### config.mk
export PLATFORM = sky130hd
export DESIGN_NAME = led_fader
export DESIGN_NICKNAME = d
export VERILOG_FILES = /design/src/rtl/led_fader.sv
export SDC_FILE = /design/constraint.sdc
export NUM_CORES = 1
export LEC_CHECK = 0
export BUFFER_PORTS_ARGS = -buffer_cell sky130_fd_sc_hd__buf_2
export CELL_PAD_IN_SITES_DETAIL_PLACEMENT = 2
export CELL_PAD_IN_SITES_GLOBAL_PLACEMENT = 2
export CORE_MARGIN = 2
export CORE_UTILIZATION = 36
export CTS_CLUSTER_SIZE = 8
export DETAILED_ROUTE_END_ITERATION = 16
export HOLD_SLACK_MARGIN = 0.03
export PLACE_DENSITY = 0.78
export SETUP_SLACK_MARGIN = 0.3
export SYNTH_ARGS = -nofsm -noshare
export SYNTH_HDL_FRONTEND = slang
export SYNTH_SLANG_ARGS = --single-unit
export TNS_END_PERCENT = 50
### constraint.sdc
create_clock -name clk -period 2.4 [get_ports clk]
set_input_delay 0.36 -clock clk [delete_from_list [all_inputs] [get_ports clk]]
set_output_delay 0.36 -clock clk [all_outputs]
set_load 0.01 [all_outputs]
### src/rtl/led_fader.sv
// led_fader: PWM LED driver that fades brightness linearly toward the synchronized blink level.
// Latency: 2-cycle input sync + 1 cycle to enter a ramp; STEP_DIV cycles per step; led_pwm lags brightness by 1.
// Backpressure: none; blink_in is a level, so pulses shorter than a clock may be missed.
// Ports: clk, n_rst (async active-low reset), blink_in (target level, may be async),
//        led_pwm (registered PWM drive), brightness (registered duty), busy (ramp in progress).
module led_fader #(
    parameter int unsigned PWM_BITS = 8,
    parameter int unsigned STEP_DIV = 195312
) (
    input  logic                clk,
    input  logic                n_rst,
    input  logic                blink_in,
    output logic                led_pwm,
    output logic [PWM_BITS-1:0] brightness,
    output logic                busy
);

    localparam logic [PWM_BITS-1:0] MAX       = {PWM_BITS{1'b1}};
    localparam logic [PWM_BITS-1:0] ONE       = {{(PWM_BITS-1){1'b0}}, 1'b1};
    localparam logic [31:0]         STEP_LAST = 32'(STEP_DIV - 1);

    typedef enum logic [1:0] {
        OFF       = 2'd0,
        RAMP_UP   = 2'd1,
        ON        = 2'd2,
        RAMP_DOWN = 2'd3
    } state_t;

    state_t              state;
    logic                sync_q;
    logic                blink_s;
    logic [31:0]         step_cnt;
    logic [PWM_BITS-1:0] pwm_cnt;
    logic                ramping;
    logic                step_tick;

    // Two-flop synchronizer; everything downstream looks only at blink_s.
    always_ff @(posedge clk or negedge n_rst) begin
        if (!n_rst) begin
            sync_q  <= 1'b0;
            blink_s <= 1'b0;
        end else begin
            sync_q  <= blink_in;
            blink_s <= sync_q;
        end
    end

    assign ramping   = (state == RAMP_UP) || (state == RAMP_DOWN);
    assign step_tick = ramping && (step_cnt == STEP_LAST);
    assign busy      = ramping;

    // Fade FSM. The step counter keeps running through a reversal so the
    // reversed ramp continues on the existing step cadence; a reversal on a
    // tick cycle leaves brightness untouched.
    always_ff @(posedge clk or negedge n_rst) begin
        if (!n_rst) begin
            state      <= OFF;
            brightness <= '0;
            step_cnt   <= '0;
        end else begin
            case (state)
                OFF: begin
                    step_cnt <= '0;
                    if (blink_s) begin
                        state <= RAMP_UP;
                    end
                end
                RAMP_UP: begin
                    step_cnt <= step_tick ? 32'd0 : step_cnt + 32'd1;
                    if (!blink_s) begin
                        state <= RAMP_DOWN;
                    end else if (step_tick) begin
                        // Saturate at MAX; landing on MAX ends the ramp.
                        if (brightness >= MAX - ONE) begin
                            brightness <= MAX;
                            state      <= ON;
                        end else begin
                            brightness <= brightness + ONE;
                        end
                    end
                end
                ON: begin
                    step_cnt <= '0;
                    if (!blink_s) begin
                        state <= RAMP_DOWN;
                    end
                end
                RAMP_DOWN: begin
                    step_cnt <= step_tick ? 32'd0 : step_cnt + 32'd1;
                    if (blink_s) begin
                        state <= RAMP_UP;
                    end else if (step_tick) begin
                        // Saturate at 0; landing on 0 ends the ramp.
                        if (brightness <= ONE) begin
                            brightness <= '0;
                            state      <= OFF;
                        end else begin
                            brightness <= brightness - ONE;
                        end
                    end
                end
                default: begin
                    state    <= OFF;
                    step_cnt <= '0;
                end
            endcase
        end
    end

    // Free-running PWM carrier. MAX is forced fully on because a counter that
    // reaches MAX would otherwise leave one low cycle per period.
    always_ff @(posedge clk or negedge n_rst) begin
        if (!n_rst) begin
            pwm_cnt <= '0;
            led_pwm <= 1'b0;
        end else begin
            pwm_cnt <= pwm_cnt + ONE;
            led_pwm <= (brightness == MAX) || (pwm_cnt < brightness);
        end
    end

endmodule

Word level (Yosys, flattened, before mapping)
Cells that the tools add are included.
- register bits after elaboration: 53
- logic and storage cells: 56
- add/sub/neg operators: 4
- eq/ne operators: 15
- muxes and demuxes: 18
- magnitude comparators: 3
- reduce and logical (&&, ||, !) cells: 9
- operators with widths (cell ; count):
    $pmux W32 S2 ; 1
    $mux W8 ; 6
    $add A32 B1 Y32 const B ; 1
    $eq A32 B18 Y1 const B ; 1
    $mux W32 ; 1
    $add A8 B1 Y8 const B ; 2
    $mux W2 ; 8
    $pmux W8 S2 ; 1
    $ne A2 B2 Y1 const B ; 6
    $eq A8 B8 Y1 const B ; 1
    $ge A8 B8 Y1 const B ; 1
    $le A8 B1 Y1 const B ; 1
    $lt A8 B8 Y1 ; 1
    $pmux W2 S4 ; 1
    $sub A8 B1 Y8 const B ; 1
    $ne A3 B2 Y1 const B ; 2
    $ne A3 B3 Y1 const B ; 2
    $reduce_and A6 Y1 ; 1
    $reduce_and A5 Y1 ; 1
    $eq A2 B2 Y1 const B ; 2
    $reduce_or A2 Y1 ; 2
    $eq A2 B1 Y1 const B ; 1
    $logic_not A2 Y1 ; 1
    $logic_or A1 B1 Y1 ; 2
    2 further kinds ; 2

Depth between registers and ports, before layout
- word-level depth: 6
- depth in mapped cells: 8
- depth with buffers taken out: 7

Worst setup path after synthesis
No wires, ideal clock.
- path type: reg2reg
- start point: register brightness[4]
- end point: register state[1]
- arrival time: 2309 ps
- slack: -36 ps
- period minus slack after synthesis: 2436 ps
- buffers on the path: 2
- cell stages (with the launch flop): 8
- data required time: 2272 ps
- path through: dfrtp_1 -> buf_6 -> or4_4 -> buf_6 -> o41ai_4 -> nor3b_2 -> a2bb2oi_2 -> mux2_1
- word-level cells in the longest chain between the ends: 3
- RTL lines (element ; RTL line ; RTL):
    start: declaration ; 14 ; output logic [PWM_BITS-1:0] brightness,
    start signal: assignment ; 78 ; brightness <= brightness + ONE;
    start signal: assignment ; 98 ; brightness <= brightness - ONE;
    $ge A8 B8 Y1 or $le A8 B1 Y1 (tied branches) ; 74, 94 ;
    $ne A3 B2 Y1 (no source line) ; n/a ;
    $reduce_and A6 Y1 (no source line) * ; n/a ;
    end signal: assignment ; 71 ; state <= RAMP_DOWN;
    end signal: assignment ; 76 ; state <= ON;
    end signal: assignment ; 85 ; state <= RAMP_DOWN;
    end: declaration ; 29 ; state_t state;
Every way passes the cells marked *; elsewhere a longest branch is shown, timed or not.
A chain may end at the register's enable or synchronous reset.

Worst setup path in the final report
- start point: register brightness[5]
- end point: register brightness[1]
- word-level cells in the longest chain between the ends: 5
- RTL lines (element ; RTL line ; RTL):
    $le A8 B1 Y1 or $ge A8 B8 Y1 (tied branches) ; 94, 74 ;
    $mux W8 (on tied branches) ; 94, 74 ;
    $mux W8 (on tied branches) ; 92, 72 ;
    $mux W8 (on tied branches) ; 90, 70 ;
    $pmux W8 S2 * ; 61 ; case (state)
Every way passes the cells marked *; elsewhere a longest branch is shown, timed or not. The select of a mux whose other input is x is not followed.

==> metrics.cfg <==
[route]
drt_iter0_drc=52
firstDrtPassIters=4
vias=2649
wl_mm=8.79
avgViaCountPerCell=5.72
ant_nets=0
wl_per_cell_um=19.0
drc_errors=0

[pwr]
power_per_cell_area_mw_per_mm2=631
power_leakage_nw=1.63
vdd_drop_max_v=0.000270
power_mw=2.27

[finish]
diodes=0
post-route-util_pct=41.7
nFillCells=950
regArea_mm2=0.00133
drive_gt1_share_pct=16.6
final_cell_area_mm2=0.00360
multi_input_area_mm2=0.00174
area_delta_synth_final_pct=13.9
nNetsFinal=375

[timing]
fmax_mhz=468
finalSetupTns_ns=0
rsz0062_at_grt=yes
relSlewSlack_pct=62.5
skew_ns=0.0116
final-setup-viol-count=0
hold_viol_final=0
slew_violations=0
min_period_over_period_pct=88.9
timing.final.crit_period_ns=2.13
tightest_slew_ns=0.558

[die]
initial_core_util_pct=36.6
die_h_um=97.8
ioPinCount=13
coreArea_mm2=0.00864
die_w_um=97.8
die-area_mm2=0.00956
rows=34

[grt]
antenna_found_initial=0
grt_max_degree=32
grt_pass1_vias=2874
track_usage_pct=19.2
grt_overflow=0
grt_pass1_wl_mm=14.8

[synthesis]
synthArstFlopShare_pct=100
synth_nets=348
syn_area_mm2=0.00316
avgSynthCellArea_um2=9.68
synth.most_common_cell=dfrtp_1
syn_inst=327
yosysTopAreaCell=dfrtp_1
synthDistinctLibCells=52
synth_seq_cells=53
synth_edf_count=0
synth_area_leaders=dfrtp_1, ha_1, xor2_1
synth_ff_type=dfrtp_1
synth.yosys.seq_area_share_pct=41.9
synth_top_area_share_pct=41.9
synth_commonest_cells=dfrtp_1, nor2_1, xor2_1
yosys_warnings=0

[placement]
io_buffers=12
dpl.hpwl_mm=6.28
gp_congestion=0.818
placed_area_mm2=0.00341

[critical_path]
crit_start=brightness[5]
r2r_slack_ns=0.27
worstSetupPathType=reg -> reg
cp.required_ns=2.61
reg2reg_from=brightness[5]
endpoint_kind=flop
start_kind=flop
critPathArrivalTime_ns=2.34
critical_path.max_fanout=6

[cts]
insertion_delay_ns=0.32
cts_max_level=2
cts.sinks=53
clk_path_buf_depth=2
clk_pin_slew_ns=0.11
cts_tree=done
cts_root_buf=clkbuf_8
cts-buffers-inserted=5

[job]
cap_violations=0

[hold_path]
hold_path_class=in -> reg
min_from=blink_in

[outcome]
status=finished, final reports clean

-- cell type report --
cell class | instances | area share (%)
Multi-Input combinational cell | 247 | 48.2
Sequential cell | 53 | 36.9
Timing Repair Buffer | 33 | 6.56
Tap cell | 108 | 3.75
Clock buffer | 5 | 1.91
Inverter | 14 | 1.46
Clock inverter | 3 | 1.28
-- stage by stage --
| step | hold slack (ns) | std cells | setup slack [ns] |
|---|---|---|---|
| 2_1_floorplan | 0.0644 | 327 | 0.0487 |
| 6_report | 0.146 | 463 | 0.266 |
| 5_1_grt | 0.136 | 463 | 0.184 |
| 4_1_cts | 0.138 | 461 | 0.259 |
| 3_5_place_dp | 0.344 | 448 | 0.217 |
| 3_3_place_gp | 0.337 | 448 | 0.273 |
-- worst max-delay path, stage by stage (launching register included) --
cell,delay [ns]
dfrtp_2,0.43
or4_4,0.58
or4_4,0.54
nand3b_1,0.12
o21ai_0,0.08
mux2_2,0.27
-- sequential cells by signal, indices dropped and copies added, names as in the netlist --
| name | count |
|---|---|
| sync_q | 1 |
| brightness | 8 |
| led_pwm | 1 |
| step_cnt | 32 |
| state | 2 |
| blink_s | 1 |
| pwm_cnt | 8 |
-- final timing paths --
| check | end | cells past startpoint |
|---|---|---|
| worst max-delay path | brightness[1] | 5 |
| worst min-delay path | sync_q | 1 |
| worst max register to register | brightness[1] | 5 |
| worst min register to register | blink_s | 0 |
| max in group asynchronous | step_cnt[13] | 3 |
| min in group asynchronous | blink_s | 2 |
-- repair_timing --
item,4_1_cts,5_1_grt
setup buffers,4,2
hold buffers,1,0
pin swaps,1,0
gates resized for setup,7,4
hold endpoints to repair,18,0
endpoints found under the setup margin,6,8
-- power by group --
group	total, mW	internal [mW]	leakage (nW)	switching, mW
clock network	0.637	0.313	0.0543	0.324
registers	0.973	0.932	0.711	0.0413
logic	0.664	0.275	0.865	0.389
-- routing by layer --
metal | global-route usage, % | vias to the layer above | part of all wire (%)
li1 | - | 1228 | -
met1 | 23.9 | 1364 | 44
met2 | 34.9 | 41 | 53
met3 | 2.65 | 16 | 2.0
met4 | 4.91 | 0 | 1.4
met5 | 0 | - | 0
-- cells in the final DEF (no fill, tap or decap), drive strengths merged, types with 2 or more instances in the layout --
cell type,instances
and3,12
nor3b,2
a21oi,8
a21o,2
mux2,3
nand4,18
o21ai,7
o21a,3
o22ai,3
dfrtp,53
o31ai,3
inv,14
nor3,6
ha,18
clkbuf,5
mux2i,3
o41ai,4
or4,2
nand2,10
nor4,6
xor2,25
and4,10
nor2,41
nand2b,3
xnor2,12
and2,5
or2,3
nand3,20
buf,32
-- kinds of logic (layout without fill, tap and decap cells) --
kind of cell | Yosys count | count (layout) | share of synthesized area, %
simple gates | 143 | 143 | 24.6
flops | 53 | 53 | 41.9
compound gates | 43 | 43 | 10.4
xor+xnor | 37 | 37 | 10.2
buf+inv | 27 | 55 | 3.72
fa+ha+maj | 18 | 18 | 7.12
mux | 6 | 6 | 2.02
Note: power is estimated with default switching activity, not from simulation.
